--- src/rtl/console_pkg.sv ---
// Shared types and constants for the console UART transmitter.
package console_pkg;

   typedef enum logic [1:0] {
      IDLE  = 2'd0,
      START = 2'd1,
      DATA  = 2'd2,
      STOP  = 2'd3
   } tx_state_t;

   localparam int   UART_DATA_BITS = 8;
   localparam logic IDLE_LEVEL     = 1'b1;

endpackage

--- src/rtl/console_fifo.sv ---
// Synchronous byte FIFO with full-width occupancy count.
module console_fifo #(
   parameter int DEPTH = 8,
   parameter int CNT_W = $clog2(DEPTH) + 1
) (
   input  logic             clk,
   input  logic             rst,
   input  logic             push,
   input  logic             pop,
   input  logic [7:0]       din,
   output logic [7:0]       dout,
   output logic [CNT_W-1:0] count
);

   localparam int PTR_W = (DEPTH > 1) ? $clog2(DEPTH) : 1;

   logic [7:0]       mem [DEPTH];
   logic [PTR_W-1:0] wr_ptr;
   logic [PTR_W-1:0] rd_ptr;

   assign dout = mem[rd_ptr];

   always_ff @(posedge clk) begin
      if (!rst) begin
         wr_ptr <= '0;
         rd_ptr <= '0;
         count  <= '0;
      end else begin
         if (push) wr_ptr <= wr_ptr + 1'b1;
         if (pop)  rd_ptr <= rd_ptr + 1'b1;
         if (push && !pop)
            count <= count + 1'b1;
         else if (pop && !push)
            count <= count - 1'b1;
      end
   end

   // Storage needs no reset; pointers define validity.
   always_ff @(posedge clk) begin
      if (push) mem[wr_ptr] <= din;
   end

endmodule

--- src/rtl/console_tx.sv ---
// Captures core print events into a FIFO and sends them as 8N1 UART.
module console_tx
   import console_pkg::*;
#(
   parameter int CLKS_PER_BIT = 16,
   parameter int FIFO_DEPTH   = 8,
   parameter int CNT_W        = $clog2(FIFO_DEPTH) + 1
) (
   input  logic             clk,
   input  logic             rst,
   input  logic             print_flag,
   input  logic [7:0]       char_in,
   input  logic             halt,
   output logic             uart_tx,
   output logic             busy,
   output logic [CNT_W-1:0] fifo_count,
   output logic             overflow,
   output logic             halt_done
);

   localparam int BC_W  = $clog2(CLKS_PER_BIT);
   localparam int IDX_W = $clog2(UART_DATA_BITS);

   tx_state_t        state;
   logic             pf_q;
   logic             evt;
   logic             push;
   logic             pop;
   logic             bit_end;
   logic             halt_seen;
   logic [7:0]       head;
   logic [7:0]       shift;
   logic [BC_W-1:0]  bit_cnt;
   logic [IDX_W-1:0] bit_idx;

   assign evt     = print_flag ^ pf_q;
   assign pop     = (state == IDLE) && (fifo_count != '0);
   assign push    = evt && ((fifo_count < CNT_W'(FIFO_DEPTH)) || pop);
   assign bit_end = (bit_cnt == BC_W'(CLKS_PER_BIT - 1));
   assign busy    = (state != IDLE) || (fifo_count != '0);

   console_fifo #(
      .DEPTH (FIFO_DEPTH),
      .CNT_W (CNT_W)
   ) u_fifo (
      .clk   (clk),
      .rst   (rst),
      .push  (push),
      .pop   (pop),
      .din   (char_in),
      .dout  (head),
      .count (fifo_count)
   );

   // pf_q tracks the level even in reset so release fires no event.
   always_ff @(posedge clk) begin
      pf_q <= print_flag;
      if (!rst) begin
         overflow  <= 1'b0;
         halt_seen <= 1'b0;
         halt_done <= 1'b0;
      end else begin
         if (evt && !push) overflow <= 1'b1;
         if (halt) halt_seen <= 1'b1;
         if (halt_seen && (fifo_count == '0) && (state == IDLE))
            halt_done <= 1'b1;
      end
   end

   always_ff @(posedge clk) begin
      if (!rst) begin
         state   <= IDLE;
         uart_tx <= IDLE_LEVEL;
         bit_cnt <= '0;
         bit_idx <= '0;
         shift   <= '0;
      end else begin
         unique case (state)
            IDLE: begin
               uart_tx <= IDLE_LEVEL;
               bit_cnt <= '0;
               bit_idx <= '0;
               if (pop) begin
                  shift   <= head;
                  uart_tx <= 1'b0;
                  state   <= START;
               end
            end
            START: begin
               if (bit_end) begin
                  bit_cnt <= '0;
                  uart_tx <= shift[0];
                  state   <= DATA;
               end else begin
                  bit_cnt <= bit_cnt + 1'b1;
               end
            end
            DATA: begin
               if (bit_end) begin
                  bit_cnt <= '0;
                  if (bit_idx == IDX_W'(UART_DATA_BITS - 1)) begin
                     uart_tx <= IDLE_LEVEL;
                     state   <= STOP;
                  end else begin
                     shift   <= shift >> 1;
                     uart_tx <= shift[1];
                     bit_idx <= bit_idx + 1'b1;
                  end
               end else begin
                  bit_cnt <= bit_cnt + 1'b1;
               end
            end
            STOP: begin
               if (bit_end) begin
                  bit_cnt <= '0;
                  state   <= IDLE;
               end else begin
                  bit_cnt <= bit_cnt + 1'b1;
               end
            end
         endcase
      end
   end

endmodule

--- config.mk ---
export PLATFORM = sky130hd
export DESIGN_NAME = console_tx
export DESIGN_NICKNAME = d
export VERILOG_FILES = /design/src/rtl/console_pkg.sv /design/src/rtl/console_fifo.sv /design/src/rtl/console_tx.sv
export SDC_FILE = /design/constraint.sdc
export NUM_CORES = 1
export LEC_CHECK = 0
export BUFFER_PORTS_ARGS = -buffer_cell sky130_fd_sc_hd__buf_2
export CAP_MARGIN = 20
export CORE_MARGIN = 2
export CORE_UTILIZATION = 35
export DETAILED_ROUTE_END_ITERATION = 7
export REMOVE_ABC_BUFFERS = 1
export SLEW_MARGIN = 20
export SYNTH_ARGS = -nofsm -noshare
export SYNTH_HDL_FRONTEND = slang
export SYNTH_SLANG_ARGS = --single-unit
--- constraint.sdc ---
create_clock -name clk -period 4.6 [get_ports clk]
set_input_delay 0.23 -clock clk [delete_from_list [all_inputs] [get_ports clk]]
set_output_delay 0.23 -clock clk [all_outputs]
set_load 0.05 [all_outputs]
==> impl_metrics.csv, run 1 <==
group,metric,value,unit
layout,n_antenna_cell,0,
power,peakVddDrop,0.268,mV
setup_path,worst_ep_required_time,4870,ps
route,routed_via_density,5.05,
synth,postSynth.asyncResetShare,0,%
clock_tree,root_buffer,"clkbuf_16",
layout,layout-drive-gt1-share,18.6,%
floorplan,ioPinCount,20,
clock_tree,cts_tree,"yes",
floorplan,core-area,11400,um2
layout,fin_area,4640,um2
floorplan,start_util,35.8,%
clock_tree,cts_num_sinks,99,
floorplan,rows,39,
setup_path,critPathCaptureType,"flip-flop",
synth,synth.avg_cell_area,14.4,um2
sta,slew_headroom,38.0,%
global_routing,grtUsageTotal,12.6,%
route,drt_iter0_drc,200,
synth,yosys_warnings,0,
sta,hold_viol_final,0,
sta,whs,92.7,ps
place,hpwlAfterDp,4930,um
route,post_drt_wl_per_cell,16.3,um
clock_tree,clkTransAtPathRegs,70,ps
setup_path,path_class,"reg -> reg",
synth,synthesis.area,4090,um2
job,maxCapViolations,0,
synth,syn_inst,285,
global_routing,grt_max_degree,24,
sta,final-setup-viol-count,0,
status,run_status,"finished clean",
sta,fmax,0.365,GHz
sta,worst_slew_pin_slew,926,ps
global_routing,grt_first_pass_wirelength,12100,um
min_path,min_path_type,"in -> reg",
floorplan,die_width,112,um
synth,ys_seq_area_share,64.1,%
floorplan,die-height,112,um
clock_tree,cts_resized,0,
place,place_area,4320,um2
place,gp_congestion,0.733,
setup_path,cp_max_fo,12,
power,pwr-share-comb,30.9,%
power,switching_share,33.7,%
power,clockPowerShare,28.0,%
synth,ys_ff_latch,99,
power,p_seq_share,41.1,%
route,ant_nets,0,
synth,synth_edf_count,64,
route,routed_wl,7410,um
setup_path,arrival,3010,ps
power,p_int,1.85,mW
layout,area_growth,13.5,%
route,drtPass1Iterations,4,
route,drc,0,
sta,rsz0062_at_grt,"no",
power,cellPowerDensity,600,nW/um2
power,power.switching,940,uW
power,power_leakage,1.62,nW
global_routing,antenna_found_initial,0,
layout,layout.nets,333,
power,finalPower,2.78,mW
clock_tree,clock_path_buffers,2,
sta,tns,0,ps
clock_tree,cts-htree-levels,3,
sta,fin_crit_sh,59.5,%
clock_tree,clock_latency,340,ps
place,io_buffers,19,
sta,fin_crit,2740,ps
floorplan,dieArea,12600,um2
layout,stdcell_count,455,
synth,ys_types,40,
global_routing,grt_pass1_vias,2327,
global_routing,grt_overflow_total,0,
route,vias,2299,
place,dpl.cell_count,438,
synth,synth_ff_type,"edfxtp_1",
layout,nFillCells,1064,
setup_path,startpoint_type,"flip-flop",
sta,finClkSkew,5.43,ps
sta,drv_slew,0,
clock_tree,numCtsBuffers,9,
## cell usage after synthesis (6+ instances only)
master / count / area [um2]
dfxtp_1: 35 / 701
ha_1: 13 / 163
edfxtp_1: 64 / 1920
nand2b_1: 12 / 75.1
nand2_1: 21 / 78.8
clkbuf_1: 6 / 22.5
a21oi_1: 7 / 35.0
xor2_1: 6 / 52.6
nor2_1: 31 / 116
mux4_2: 16 / 360
mux2i_1: 10 / 100
nand3_1: 9 / 45.0
## critical path: stages, from the launching register on
cell	delay, ps
dfxtp_1	390
inv_1	100
ha_1	360
nand2b_1	230
and2_1	230
ha_1	210
inv_1	130
ha_1	250
a21o_1	180
a21oi_1	160
mux2i_1	240
mux2i_1	200
## routing by layer
metal | part of all wire (%) | GRT usage (%) | wire, um | up-vias
met5 | 0 | 0 | 0 | -
met4 | 0.85 | 3.17 | 63 | 0
met3 | 3.8 | 5.02 | 280 | 7
met2 | 49 | 20.2 | 3650 | 39
met1 | 46 | 16.1 | 3420 | 1133
li1 | - | - | - | 1120
## kinds of logic (layout without fill, tap and decap cells)
logic type	count (synthesis)	count (layout)	share of synthesized area, %
compound gates	34	34	6.08
xor+xnor	8	8	1.71
simple gates	86	86	10.1
flops	99	99	64.1
buf+inv	18	45	2.35
mux	26	26	11.3
fa+ha+maj	14	14	4.46
## timing repair
action,CTS,global route
hold buffers,1,0
setup buffers,0,0
endpoints found under the hold margin,1,0
## flip-flops by register name, summed over array words and instances, names as in the netlist, named ones only
name and cells:
bit_cnt 4, bit_idx 3, halt_seen 1, shift 8
u_fifo.count 4, overflow 1, u_fifo.mem 64, pf_q 1
halt_done 1, u_fifo.rd_ptr 3, uart_tx 1, u_fifo.wr_ptr 3
state 2
## path summary, 6_finish.rpt
path,from,endpoint,slack (ps),depth (start not counted)
worst max-delay path,state[0]$_SDFFE_PN0P_,u_fifo.count[3]$_SDFFE_PN0P_,1860,11
worst min-delay path,halt,halt_seen$_SDFFE_PN0P_,90,3
worst max register to register,state[0]$_SDFFE_PN0P_,u_fifo.count[3]$_SDFFE_PN0P_,1860,11
worst min register to register,bit_cnt[0]$_SDFF_PP0_,bit_cnt[0]$_SDFF_PP0_,450,1
## layout make-up
cell class | instances | area [um2] | area share, %
Sequential cell | 99 | 2620 | 56.5
Multi-Input combinational cell | 168 | 1370 | 29.6
Clock buffer | 9 | 225 | 4.85
Tap cell | 143 | 179 | 3.85
Timing Repair Buffer | 23 | 128 | 2.75
Clock inverter | 7 | 93.8 | 2.02
Inverter | 6 | 22.5 | 0.485
## through the flow
stage | setup WS [ps] | utilization, %
after floorplan | 1990 | -
after global placement | 1980 | 37.8
after detailed placement | 1860 | 37.8
after CTS | 1830 | 40.7
after global routing | 1570 | 40.7
final | 1860 | 40.7
## power by group through the flow
stage | logic (mW) | clock network [mW] | registers, mW
finish | 0.862 | 0.780 | 1.14
global route | 0.970 | 0.836 | 1.16
CTS | 0.876 | 0.802 | 1.14
detailed placement | 0.872 | 0 | 1.16
global placement | 0.865 | 0 | 1.16
floorplan | 0.593 | 0 | 1.23
## cell usage in the layout (no fill, tap or decap), types with 6 or more instances in the layout
cell type | synthesis | layout
mux2i_1 | 10 | 10
dfxtp_1 | 35 | 35
edfxtp_1 | 64 | 64
mux4_2 | 16 | 16
clkbuf_16 | 0 | 9
a21oi_1 | 7 | 7
nor2_1 | 31 | 31
nand3_1 | 9 | 9
buf_2 | 2 | 19
nand2_1 | 21 | 21
xor2_1 | 6 | 6
ha_1 | 13 | 13
nand2b_1 | 12 | 12
(Power assumes the default switching activity.)
==> run 2, diff against run 1 <==
- ABC_AREA: not set -> 1
- clock period: 4.6 -> 2.44 ns (I/O delays scaled with it)
==> run 2 against run 1 <==
Net effect: global-route usage rose by 1.1 points; fmax grew 23%; wire length is 12% higher; final cell count up 33%; cell area grew 4.3%; clock power rose by 77%; synthesized area increased by 3.5%; register-to-register slack worse by 1700 ps; critical path type unchanged; largest cell class unchanged.
==> impl_metrics.csv, run 2 <==
group,metric,value,unit
synth,postSynth.asyncResetShare,0,%
route,drt_iter0_drc,186,
power,finalPower,5.57,mW
synth,yosysTopAreaCell,"edfxtp_1",
layout,seqCellArea,2630,um2
clock_tree,cts_num_sinks,99,
global_routing,grt_max_degree,33,
layout,layout.nets,482,
power,cellPowerDensity,1150,nW/um2
place,gp_congestion,0.753,
setup_path,regToRegSetupSlack,210,ps
layout,top_register,"u_fifo.mem",
sta,drv_slew,0,
sta,hold_viol_final,0,
layout,layout_common_cells,"nand2_1, edfxtp_1, nand3_1",
setup_path,startpoint_type,"flip-flop",
layout,n_antenna_cell,0,
setup_path,worst_ep_required_time,2630,ps
place,place_area,4530,um2
route,drc,0,
synth,yosys.area.top_type_share,45.3,%
sta,fin_ws,206,ps
floorplan,start_util,35.6,%
layout,final_common_cell,"nand2_1",
place,io_buffers,19,
place,dpl.cell_count,590,
clock_tree,root_buffer,"clkbuf_16",
floorplan,rows,40,
setup_path,crit_slowest_cell,"dfxtp_2",
place,pre_cts_ws,132,ps
floorplan,dieArea,13000,um2
floorplan,ioPinCount,20,
synth,synth.avg_cell_area,9.92,um2
clock_tree,clock_latency,340,ps
place,hpwlAfterDp,5360,um
synth,ys_seq_area_share,61.9,%
synth,synth_edf_count,64,
layout,reg_top3,"u_fifo.mem (64), shift (8)",
layout,layout-drive-gt1-share,13.9,%
synth,yosys_warnings,0,
sta,fin_crit,2230,ps
setup_path,max_stage_delay,360,ps
clock_tree,cts_tree,"yes",
setup_path,path_class,"reg -> reg",
sta,fin_crit_sh,91.6,%
clock_tree,clkTransAtPathRegs,60,ps
layout,nFillCells,1130,
synth,ys_top_cells_by_area,"edfxtp_1, dfxtp_1, nand2_1",
synth,synth_ff_type,"edfxtp_1",
sta,slew_headroom,53.1,%
floorplan,die-height,114,um
sta,finClkSkew,7.77,ps
setup_path,cp_max_fo,8,
floorplan,core-area,11900,um2
clock_tree,clock_path_buffers,2,
synth,syn_inst,427,
clock_tree,post-cts-setup-buffers,0,
global_routing,grt_overflow_total,0,
synth,yosysMostFrequentCell,"nand2_1",
sta,final-setup-viol-count,0,
route,vias,2921,
power,power_leakage,1.95,nW
route,routed_wl,8300,um
setup_path,arrival,2430,ps
synth,ys_ff_latch,99,
sta,fmax,0.448,GHz
job,maxCapViolations,0,
setup_path,critPathCaptureType,"flip-flop",
sta,rsz0062_at_grt,"no",
layout,multi_input_area,1430,um2
min_path,min_path_type,"in -> reg",
global_routing,grtUsageTotal,13.6,%
clock_tree,cts-htree-levels,3,
route,ant_nets,0,
layout,area_growth,14.3,%
status,run_status,"finished clean",
setup_path,worstPathCellList,"inv_1 -> ha_1 -> nand2_4 -> nand2_1 -> nand2_2 -> inv_1 -> ha_1 -> inv_2 -> ha_1 -> a21oi_1 -> nand2_1 -> xor2_1 -> nand2_1 -> a21oi_1",
synth,yosys-top-cells-count,"nand2_1, edfxtp_1, nand3_1, dfxtp_1, nor2_1",
layout,stdcell_count,607,
sta,worst_slew_pin_slew,702,ps
layout,largest_reg_flops,64,
global_routing,grt_first_pass_wirelength,13500,um
layout,fin_area,4840,um2
global_routing,grt_pass1_vias,2765,
route,post_drt_wl_per_cell,13.7,um
layout,utilization,40.7,%
synth,synthesis.area,4240,um2
global_routing,antenna_found_initial,0,
power,peakVddDrop,0.562,mV
clock_tree,numCtsBuffers,9,
route,drtPass1Iterations,4,
floorplan,die_width,114,um
synth,ys_types,31,
route,routed_via_density,4.81,
run 2: where the power goes:
part           total [mW]  internal, mW  switching [mW]
registers            2.19          2.03           0.157
clock network        1.38         0.796           0.585
logic                2.00         0.656            1.34
run 2: layout make-up:
| type | count | area share (%) |
|---|---|---|
| Inverter | 26 | 2.01 |
| Sequential cell | 99 | 54.2 |
| Clock buffer | 10 | 4.73 |
| Timing Repair Buffer | 35 | 4.55 |
| Multi-Input combinational cell | 285 | 29.4 |
| Clock inverter | 5 | 1.32 |
| Tap cell | 147 | 3.80 |
run 2: cells by family (layout without fill, tap and decap cells):
kind of cell | after synthesis | after routing | synth area share, %
AOI/OAI and AO/OA | 38 | 38 | 5.02
xor gates and xnor gates | 8 | 8 | 1.65
adders and majority gates | 14 | 14 | 4.31
buffers and inverters | 43 | 76 | 4.55
DFF | 99 | 99 | 61.9
and+or+nand+nor | 225 | 225 | 22.6
run 2: routing by layer:
layer | track usage, % | share of wire, %
met3 | 2.66 | 5.3
met5 | 0 | 0
met1 | 18.0 | 45
met2 | 21.7 | 48
met4 | 6.42 | 2.0
run 2: final timing paths:
path                                                endpoint                   from  cells past startpoint
worst max-delay path            u_fifo.count[3]$_SDFFE_PN0P_  state[0]$_SDFFE_PN0P_                     14
worst min-delay path              u_fifo.mem[1][2]$_DFFE_PP_             char_in[2]                      1
worst max register to register  u_fifo.count[3]$_SDFFE_PN0P_  state[0]$_SDFFE_PN0P_                     14
worst min register to register         overflow$_SDFFE_PN0P_  overflow$_SDFFE_PN0P_                      2
run 2: repair_timing:
action,in CTS,in global routing
endpoints found under the hold margin,2,0
setup endpoints to repair,0,1
resized for setup,0,4
hold buffers,2,0
run 2: per-stage QoR:
stage          hold WS (ps)  setup TNS, ps
6_report               55.2              0
5_1_grt                49.7              0
4_1_cts                42.0              0
3_5_place_dp            250              0
3_3_place_gp            251              0
2_1_floorplan           150          -16.9
run 2: critical path: cells and delay by family, from the launching register on:
family	cells	cell delay, ps
flip-flops	1	360
XOR/XNOR	1	140
AO/OA/AOI/OAI	2	200
AND/OR/NAND/NOR	5	420
buffers and inverters	3	250
adder cells (fa/ha/maj)	3	720
==> run 3, diff against run 2 <==
- CORE_UTILIZATION: 35 -> 25
==> run 3 against run 2 <==
Net effect: critical endpoint unchanged; count of clock-buffer cells in the layout did not move; sequential cell count did not move; first-iteration DRC count rose by 17%; highest routed layer unchanged; largest power group unchanged; via count rose by 1.4%.
==> impl_metrics.csv, run 3 (synthesis results as in run 2) <==
group,metric,value,unit
status,run_status,"finished clean",
route,drc,0,
layout,layout.nets,482,
floorplan,rows,47,
layout,layout_common_cells,"nand2_1, edfxtp_1, nand3_1",
clock_tree,root_buffer,"clkbuf_16",
sta,worst_slew_pin_slew,698,ps
floorplan,die-height,134,um
setup_path,critPathCaptureType,"flip-flop",
place,hpwlAfterDp,5540,um
layout,n_antenna_cell,0,
global_routing,grtUsageTotal,10.4,%
setup_path,startpoint_type,"flip-flop",
place,io_buffers,19,
layout,final_common_cell,"nand2_1",
sta,finClkSkew,5.27,ps
layout,fin_area,4930,um2
global_routing,grt_first_pass_wirelength,14600,um
layout,layout-drive-gt1-share,14.3,%
route,post_drt_wl_per_cell,12.7,um
floorplan,ioPinCount,20,
floorplan,die_width,134,um
sta,tns,0,ps
min_path,min_path_type,"in -> reg",
clock_tree,clock_latency,340,ps
place,gp_congestion,0.794,
route,routed_wl,8630,um
setup_path,cp_max_fo,8,
sta,rsz0062_at_grt,"no",
route,vias,2962,
place,pre_cts_ws,105,ps
place,place_area,4620,um2
sta,fin_crit_sh,90.0,%
power,power_leakage,1.95,nW
setup_path,path_class,"reg -> reg",
layout,nFillCells,1703,
layout,largest_reg_flops,64,
sta,fin_ws,244,ps
route,drt_iter0_drc,217,
global_routing,grt_pass1_vias,2983,
route,ant_nets,0,
clock_tree,cts_tree,"yes",
clock_tree,cts-htree-levels,3,
global_routing,antenna_found_initial,0,
route,drtPass1Iterations,4,
layout,top_register,"u_fifo.mem",
setup_path,worst_ep_required_time,2640,ps
sta,whs,43.3,ps
power,peakVddDrop,0.417,mV
power,cellPowerDensity,1130,nW/um2
sta,slew_headroom,53.4,%
layout,area_growth,16.3,%
clock_tree,clock_path_buffers,2,
power,finalPower,5.55,mW
layout,reg_top3,"u_fifo.mem (64), shift (8)",
clock_tree,clkTransAtPathRegs,70,ps
sta,final-setup-viol-count,0,
global_routing,grt_max_degree,33,
job,maxCapViolations,0,
clock_tree,numCtsBuffers,9,
sta,fmax,0.455,GHz
global_routing,grt_overflow_total,0,
clock_tree,cts_num_sinks,99,
floorplan,core-area,16600,um2
sta,hold_viol_final,0,
sta,fin_crit,2200,ps
setup_path,arrival,2400,ps
floorplan,dieArea,18000,um2
floorplan,start_util,25.6,%
route,routed_via_density,4.35,
sta,drv_slew,0,
run 3: power breakdown:
| group | internal [mW] | total, mW | leakage [nW] | switching, mW |
|---|---|---|---|---|
| clock | 0.693 | 1.30 | 0.135 | 0.602 |
| sequential | 2.03 | 2.18 | 0.869 | 0.143 |
| combinational | 0.688 | 2.07 | 0.942 | 1.39 |
| total | 3.41 | 5.55 | 1.95 | 2.13 |
run 3: metrics by stage:
stage | cells | utilization, %
after floorplan | 410 | -
after global placement | 663 | 27.8
after detailed placement | 663 | 27.8
after CTS | 681 | 29.6
after global routing | 681 | 29.7
final | 681 | 29.7
run 3: final cells by class:
| type | count | area, um2 | area share, % |
|---|---|---|---|
| repair buffers | 35 | 220 | 4.47 |
| clock buffers | 10 | 229 | 4.65 |
| well taps | 220 | 275 | 5.59 |
| clock inverters | 6 | 40.0 | 0.812 |
| flip-flops and latches | 99 | 2630 | 53.3 |
| multi-input cells | 285 | 1440 | 29.2 |
| inverters | 26 | 97.6 | 1.98 |
run 3: metal layers:
| layer | vias up | global-route usage (%) | wire length [um] |
|---|---|---|---|
| li1 | 1488 | - | - |
| met1 | 1385 | 12.7 | 3610 |
| met2 | 72 | 16.9 | 4190 |
| met3 | 17 | 2.19 | 506 |
| met4 | 0 | 6.26 | 325 |
| met5 | - | 0 | 0 |
run 3: worst paths after layout:
check	start	endpoint	slack [ps]	depth (start not counted)
max reg2reg	state[0]$_SDFFE_PN0P_	u_fifo.count[3]$_SDFFE_PN0P_	240	14
min	char_in[2]	u_fifo.mem[1][2]$_DFFE_PP_	40	1
max	state[0]$_SDFFE_PN0P_	u_fifo.count[3]$_SDFFE_PN0P_	240	14
min reg2reg	bit_cnt[0]$_SDFF_PP0_	bit_cnt[0]$_SDFF_PP0_	450	1
run 3: critical path, cell delays in order, from the launching register on:
cell     delay [ps]
dfxtp_2         350
inv_1            80
ha_1            250
nand2_4         120
nand2_1          70
nand2_2         100
inv_1            80
ha_1            220
inv_2           110
ha_4            220
a21oi_2         130
nand2_1          70
xor2_1          140
nand2_1          60
a21oi_1          50
run 3: timing repair:
action | in CTS | in global routing
setup endpoints to repair | 0 | 1
hold buffers | 2 | 0
buffers inserted | 0 | 0
resized for setup | 0 | 6
hold endpoints to repair | 2 | 0
